**src/rtl/peri_write_sink.sv**
```systemverilog
// peri_write_sink: queues peripheral writes in a small FIFO, drains them to a device over valid/ready,
// and issues an ordered start pulse once every write queued before the kick has drained.
module peri_write_sink #(
  parameter int DEPTH = 4,
  parameter int AW = 16,
  parameter int DW = 16,
  parameter logic [AW-1:0] CTRL_ADDR = 16'hFFFF
) (
  input  logic                       clk,
  input  logic                       rst_n,
  input  logic                       peri_web,
  input  logic [AW-1:0]              peri_addr,
  input  logic [DW-1:0]              peri_datao,
  output logic                       peri_full,
  output logic                       dev_valid,
  input  logic                       dev_ready,
  output logic [AW-1:0]              dev_addr,
  output logic [DW-1:0]              dev_data,
  output logic                       dev_start,
  output logic [$clog2(DEPTH):0]     fifo_count,
  output logic                       overflow,
  output logic                       busy
);
  localparam int PW = $clog2(DEPTH);
  localparam int CW = PW + 1;
  typedef enum logic [1:0] {IDLE, SEND, KICK} state_t;
  state_t state_q;
  logic [AW-1:0] addr_q [DEPTH];
  logic [DW-1:0] data_q [DEPTH];
  logic [PW-1:0] rd_q, wr_q;
  logic [CW-1:0] count_q, count_d;
  logic kick_q, kick_d, ovf_q, ovf_d;
  logic is_ctrl, full, push, pop, drop;
  assign is_ctrl = !peri_web && peri_addr == CTRL_ADDR;
  assign full = count_q == CW'(DEPTH);
  assign push = !peri_web && !is_ctrl && !full;
  assign drop = !peri_web && !is_ctrl && full;
  assign pop = state_q == SEND && dev_ready;
  assign count_d = count_q + CW'(push) - CW'(pop);
  // a kick captured while in KICK re-arms rather than being lost
  assign kick_d = (is_ctrl && peri_datao[0]) || (kick_q && state_q != KICK);
  assign ovf_d = drop || (ovf_q && !(is_ctrl && peri_datao[1]));
  always_ff @(posedge clk or negedge rst_n) begin
    if (!rst_n) begin
      state_q <= IDLE;
      rd_q <= '0;
      wr_q <= '0;
      count_q <= '0;
      kick_q <= 1'b0;
      ovf_q <= 1'b0;
      for (int i = 0; i < DEPTH; i++) begin
        addr_q[i] <= '0;
        data_q[i] <= '0;
      end
    end else begin
      state_q <= state_q == IDLE ? (count_q != '0 ? SEND : kick_q ? KICK : IDLE)
               : state_q == SEND ? (!dev_ready || count_d != '0 ? SEND : kick_q ? KICK : IDLE)
               : IDLE;
      if (push) begin
        addr_q[wr_q] <= peri_addr;
        data_q[wr_q] <= peri_datao;
        wr_q <= wr_q + PW'(1);
      end
      if (pop) rd_q <= rd_q + PW'(1);
      count_q <= count_d;
      kick_q <= kick_d;
      ovf_q <= ovf_d;
    end
  end
  assign peri_full = full;
  assign dev_valid = state_q == SEND;
  assign dev_start = state_q == KICK;
  assign dev_addr = addr_q[rd_q];
  assign dev_data = data_q[rd_q];
  assign fifo_count = count_q;
  assign overflow = ovf_q;
  assign busy = count_q != '0 || state_q != IDLE || kick_q;
endmodule

```
**config.mk**
```make
export PLATFORM = sky130hd
export DESIGN_NAME = peri_write_sink
export DESIGN_NICKNAME = d
export VERILOG_FILES = /design/src/rtl/peri_write_sink.sv
export SDC_FILE = /design/constraint.sdc
export NUM_CORES = 1
export LEC_CHECK = 0
export CORE_ASPECT_RATIO = 0.75
export CORE_MARGIN = 4
export CORE_UTILIZATION = 29
export DETAILED_ROUTE_END_ITERATION = 16
export GPL_ROUTABILITY_DRIVEN = 0
export PLACE_DENSITY = 0.52
export SYNTH_ARGS = -nofsm -noshare
export SYNTH_HDL_FRONTEND = slang
export SYNTH_SLANG_ARGS = --single-unit
```
**constraint.sdc**
```tcl
create_clock -name clk -period 3.33 [get_ports clk]
set_clock_uncertainty 0.2 [all_clocks]
set_input_delay 0.666 -clock clk [delete_from_list [all_inputs] [get_ports clk]]
set_output_delay 0.666 -clock clk [all_outputs]
set_load 0.02 [all_outputs]
```
## Word level (Yosys, flattened, before mapping)

Cells that the tools add are included.

| operators by class | value |
|---|---|
| add/subtract/negate cells | 4 |
| $mul | 0 |
| divide/modulo/power cells | 0 |
| $lt $le $gt $ge | 3 |
| equality and inequality tests | 5 |
| shift operators | 0 |
| mux-type cells | 15 |
| bitwise operators | 2 |
| reduce and logical (&&, ||, !) cells | 24 |

Operators by type and width:

| operator | number |
|---|---|
| $bwmux 64 | 2 |
| $mux 16 | 5 |
| $bmux 16 s2 | 2 |
| $demux 16 s2 | 1 |
| $eq 16x16->1 const B | 1 |
| $logic_and 1x1->1 | 10 |
| $mux 2 | 5 |
| $ge 3x3->1 const B | 2 |
| $not 2->3 | 2 |
| $reduce_bool 3->1 | 2 |
| $logic_not 1->1 | 5 |
| $logic_or 1x1->1 | 5 |
| $add 2x1->2 const B | 2 |
| $add 3x1->3 | 1 |
| $eq 3x3->1 const B | 1 |
| $lt 3x1->1 const B | 1 |
| $sub 3x1->3 | 1 |
| $eq 2x1->1 const B | 1 |
| $eq 2x2->1 const B | 1 |
| $logic_not 2->1 | 1 |
| $ne 2x2->1 const B | 1 |
| $reduce_bool 2->1 | 1 |

| word-level totals | value |
|---|---|
| register bits | 139 |
| bits in latches | 0 |
| RAM bits | 0 |
| ROM bits | 0 |
| input port bits | 36 |
| output and inout port bits | 40 |
| logic and storage cells | 67 |
| memories kept | 0 |

## Longest topological paths before layout

| depth | value |
|---|---|
| word-level depth | 12 |
| gate-level depth with buffers | 12 |
| gate-level depth less buffers | 12 |

## Worst setup path before layout

No wires, ideal clock.

| timing | value |
|---|---|
| path type | input -> register |
| start | input port peri_addr[7] |
| end | register state_q[1] |
| setup time | 0.067 ns |
| arrival time | 3.110 ns |
| data required time | 3.063 ns |
| setup slack | -0.047 ns |
| cell stages on the path | 12 |
| path buffers | 0 |
| cells stage by stage | nand4_1 > nor4_4 > or3_2 > ha_1 > inv_1 > ha_1 > inv_1 > fa_1 > xnor2_1 > xnor2_1 > o41ai_1 > and3b_1 |

| between the ends | value |
|---|---|
| cells in the longest elaborated chain, start to end | 12 |

Ends and longest elaborated chain:

| item | RTL line | source |
|---|---|---|
| from (decl) | 12 | `input logic [AW-1:0] peri_addr,` |
| $eq 16x16->1 | 34 | `assign is_ctrl = !peri_web && peri_addr == CTRL_ADDR;` |
| $logic_and 1x1->1 | 34 |  |
| $logic_not 1->1 | 36 | `assign push = !peri_web && !is_ctrl && !full;` |
| $logic_and 1x1->1 (2 in series) | 36 |  |
| $add 3x1->3 | 39 | `assign count_d = count_q + CW'(push) - CW'(pop);` |
| $sub 3x1->3 | 39 |  |
| named net count_d[2] | 31 | `logic [CW-1:0] count_q, count_d;` |
| $reduce_bool 3->1 | 57 | `: state_q == SEND ? (!dev_ready \|\| count_d != '0 ? SEND : kick_q ? KICK : IDLE)` |
| $logic_or 1x1->1 | 57 |  |
| $mux 2 (2 in series) | 57 |  |
| $mux 2 | 56 | `state_q <= state_q == IDLE ? (count_q != '0 ? SEND : kick_q ? KICK : IDLE)` |
| to (signal assigned) | 56 |  |
| to (decl) | 27 | `state_t state_q;` |

The timed path passes the listed nets, and every way through them passes these cells.
A chain may end at the register's enable or synchronous reset.

## Worst setup path after layout

| timing | value |
|---|---|
| start | input port peri_addr[3] |
| end | register state_q[1] |

Same word-level chain as after synthesis.

==> run_results.csv <==
group,metric,value,unit
min_path,hold_path_class,"input port to asynchronous set/reset pin",
global_route,track_usage,12.81,%
route,routed_wl,14410,µm
final_layout,final_net_count,518,
final_layout,num-fill-cells,1983,
route,routedWlPerCell,18.57,µm
timing,rsz0062_at_grt,"no",
cts,htreeDepth,4,
route,drtIter0Drc,140,
route,met2_length,6649,µm
yosys,syn_nets,409,
global_route,grt_max_degree,72,
yosys,syn-cell-area,0.006205,mm²
cts,root_buffer,"clkbuf_16",
timing,whs,0.05248,ns
run_status,outcome,"completed",
pwr,vdd_drop_max,0.0004749,V
yosys,ys_warn_count,0,
pwr,p_leak,3.320,nW
final_layout,drive_above_1_share,50.41,%
die,die_y,134.7,µm
final_layout,multiInputGateArea,0.002584,mm²
timing,fmax,314.7,MHz
yosys,netlist.area_leader.share,56.06,%
global_route,grt_pass1_vias,3962,
route,wl_met1,7041,µm
critical_path,end_kind,"flop",
global_route,grt_overflow,0,
final_layout,seq_area,0.003481,mm²
timing,worst_pin_slew,0.6647,ns
die,start_util,29.45,%
flow_run,max_cap_violations,0,
timing,fin_crit_sh,95.43,%
cts,clockBufferDepth,2,
final_layout,syn_to_final_growth,30.09,%
final_layout,n_antenna_cell,0,
cts,numClockSinks,139,
cts,path_clk_slew,0.06,ns
route,vias,3599,
timing,hold_viol_final,0,
yosys,syn_inst,366,
die,die_area,0.02382,mm²
placed_design,dp_hpwl,9718,µm
yosys,yosysTopAreaCell,"dfrtp_1",
critical_path,crit_type,"input port to flop",
timing,min_period,3.178,ns
cts,cts_tree,"done",
yosys,yosys_register_bits,139,
critical_path,path_max_fanout,2,
critical_path,cpMaxStageDelayCell,"fa_2",
route,first_pass_iters,4,
yosys,synthDistinctLibCells,27,
timing,finalMaxSlewViolations,0,
route,wl_met3,540,µm
yosys,ys_top_cells_by_area,"dfrtp_1 56%, mux2_2 23%, mux4_2 12%",
critical_path,rrSetupSlack,0.31,ns
yosys,syn_avg_cell_area,16.95,µm²
timing,finalSetupViolations,0,
cts,worstSkewPairLatency,0.42,ns
cts,cts_buffers,17,
critical_path,critPathArrivalTime,3.34,ns
pwr,p_per_area,1109,mW/mm²
route,drc,0,
route,postRouteAntennaNets,0,
global_route,antenna_found_initial,0,
route,maxUsedRoutingLayer,"met4",
critical_path,worstPathRequired,3.49,ns
critical_path,slowest_delay,0.56,ns
die,pin_count,76,
timing,max_slew_margin,55.68,%
placed_design,io_buffers,75,
die,num_rows,46,
global_route,grt_pass1_wl,23020,µm
critical_path,crit_chain,"dlygate4sd2_1 > nand4_1 > nor4_4 > or3_4 > ha_1 > inv_2 > ha_1 > inv_1 > fa_2 > inv_1 > o41ai_2 > and3b_1",
die,coreArea,0.02107,mm²
critical_path,start_kind,"input port",
yosys,ys_seq_area_share,56.06,%
pwr,total_power,0.008949,W
die,die_w,176.9,µm
route,vias_per_cell,4.638,
[area by class of cell]
cell class                      instances  area share, %
Clock buffer                           18          5.441
Clock inverter                         14          1.519
Inverter                                7         0.3255
Multi-Input combinational cell        199          32.01
Sequential cell                       139          43.13
Tap cell                              288          4.464
Timing Repair Buffer                  111          13.11
[metrics by stage]
| stage | util, % | TNS [ns] | std cells | setup slack [ns] | cell area, µm² |
|---|---|---|---|---|---|
| 2_1_floorplan | - | 0 | 366 | 0.01715 | 6208 |
| 3_3_place_gp | 35.60 | -1.304 | 743 | -0.5978 | 7498 |
| 3_5_place_dp | 35.60 | -1.377 | 743 | -0.6305 | 7498 |
| 4_1_cts | 38.30 | 0 | 776 | 0.004251 | 8068 |
| 5_1_grt | 38.32 | 0 | 776 | 0.0004867 | 8071 |
| 6_report | 38.32 | 0 | 776 | 0.1521 | 8071 |
[routing by layer]
| layer | GRT usage (%) | up-vias |
|---|---|---|
| li1 | - | 1588 |
| met1 | 18.12 | 1928 |
| met2 | 19.16 | 69 |
| met3 | 3.387 | 14 |
| met4 | 4.510 | 0 |
| met5 | 0 | - |
[Yosys cell counts]
master,n
dfrtp_1,139
nor3b_2,1
nor4b_2,4
nand2_1,2
mux4_2,32
xnor2_1,4
or3_1,1
xor2_1,1
or3_2,1
nor4_4,1
or4_1,1
and3b_1,1
buf_1,1
ha_1,6
buf_2,3
mux2_2,129
o21ai_0,2
nor2b_1,3
clkbuf_1,5
buf_6,12
nor2_1,2
o41ai_1,1
a21oi_1,1
nand4_1,4
a31o_2,1
inv_1,7
fa_1,1
[cells by family after synthesis]
logic type / count (synthesis) / synth area share [%]
muxes: 161 / 35.03
DFF: 139 / 56.06
buffers and inverters: 28 / 3.206
and+or+nand+nor: 21 / 2.944
adders and majority gates: 7 / 1.533
AOI/OAI and AO/OA: 5 / 0.5243
xor gates and xnor gates: 5 / 0.7058
[final timing paths]
path,start,endpoint,cells after the start
min reg2reg,addr_q[12],addr_q[12],1
max in group asynchronous,rst_n,rd_q[1],2
min in group clk,addr_q[12],addr_q[12],1
min,rst_n,addr_q[54],1
max,peri_addr[3],state_q[1],12
max reg2reg,fifo_count[2],state_q[1],10
[placed cells by master (no fill, tap or decap), types with 2 or more instances in the layout]
cell,netlist,routed
clkdlybuf4s15_1,0,3
clkinvlp_4,0,2
dfrtp_1,139,137
nor2_1,2,2
dlymetal6s2s_1,0,3
dfrtp_2,0,2
clkinv_2,0,5
clkdlybuf4s50_1,0,57
nor2b_1,3,3
dlygate4sd2_1,0,9
o21ai_0,2,2
clkbuf_2,0,2
nor4b_4,0,4
nand2_1,2,2
buf_4,0,32
mux4_2,32,32
xnor2_1,4,3
inv_1,7,6
nand4_1,4,4
clkinv_4,0,5
ha_1,6,6
buf_12,0,4
mux2_2,129,129
clkbuf_16,0,17
[state kept, by name, indices dropped and copies added (netlist names)]
register    flops
addr_q         64
rd_q            2
data_q         64
state_q         2
fifo_count      3
wr_q            2
kick_q          1
overflow        1
[power breakdown]
part | switching [W] | internal [W]
clock | 0.000742 | 0.00105
combinational | 0.00176 | 0.00240
sequential | 0.000448 | 0.00255
total | 0.00295 | 0.00600
[what timing repair did]
| item | in CTS | in global routing |
|---|---|---|
| hold endpoints to repair | 0 | 0 |
| pin swaps | 11 | 7 |
| buffers inserted | 1 | 0 |
| resized for setup | 17 | 11 |
| endpoints found under the setup margin | 2 | 3 |
| gates cloned | 0 | 0 |
| hold buffers | 0 | 0 |
[worst max-delay path: cells and delay by family]
| kind | cells | cell delay (ns) |
|---|---|---|
| AO/OA/AOI/OAI | 1 | 0.37 |
| adder cells (fa/ha/maj) | 3 | 0.93 |
| buffers and inverters | 4 | 0.40 |
| AND/OR/NAND/NOR | 4 | 0.99 |
No activity file was read; power rests on OpenSTA's default activity.
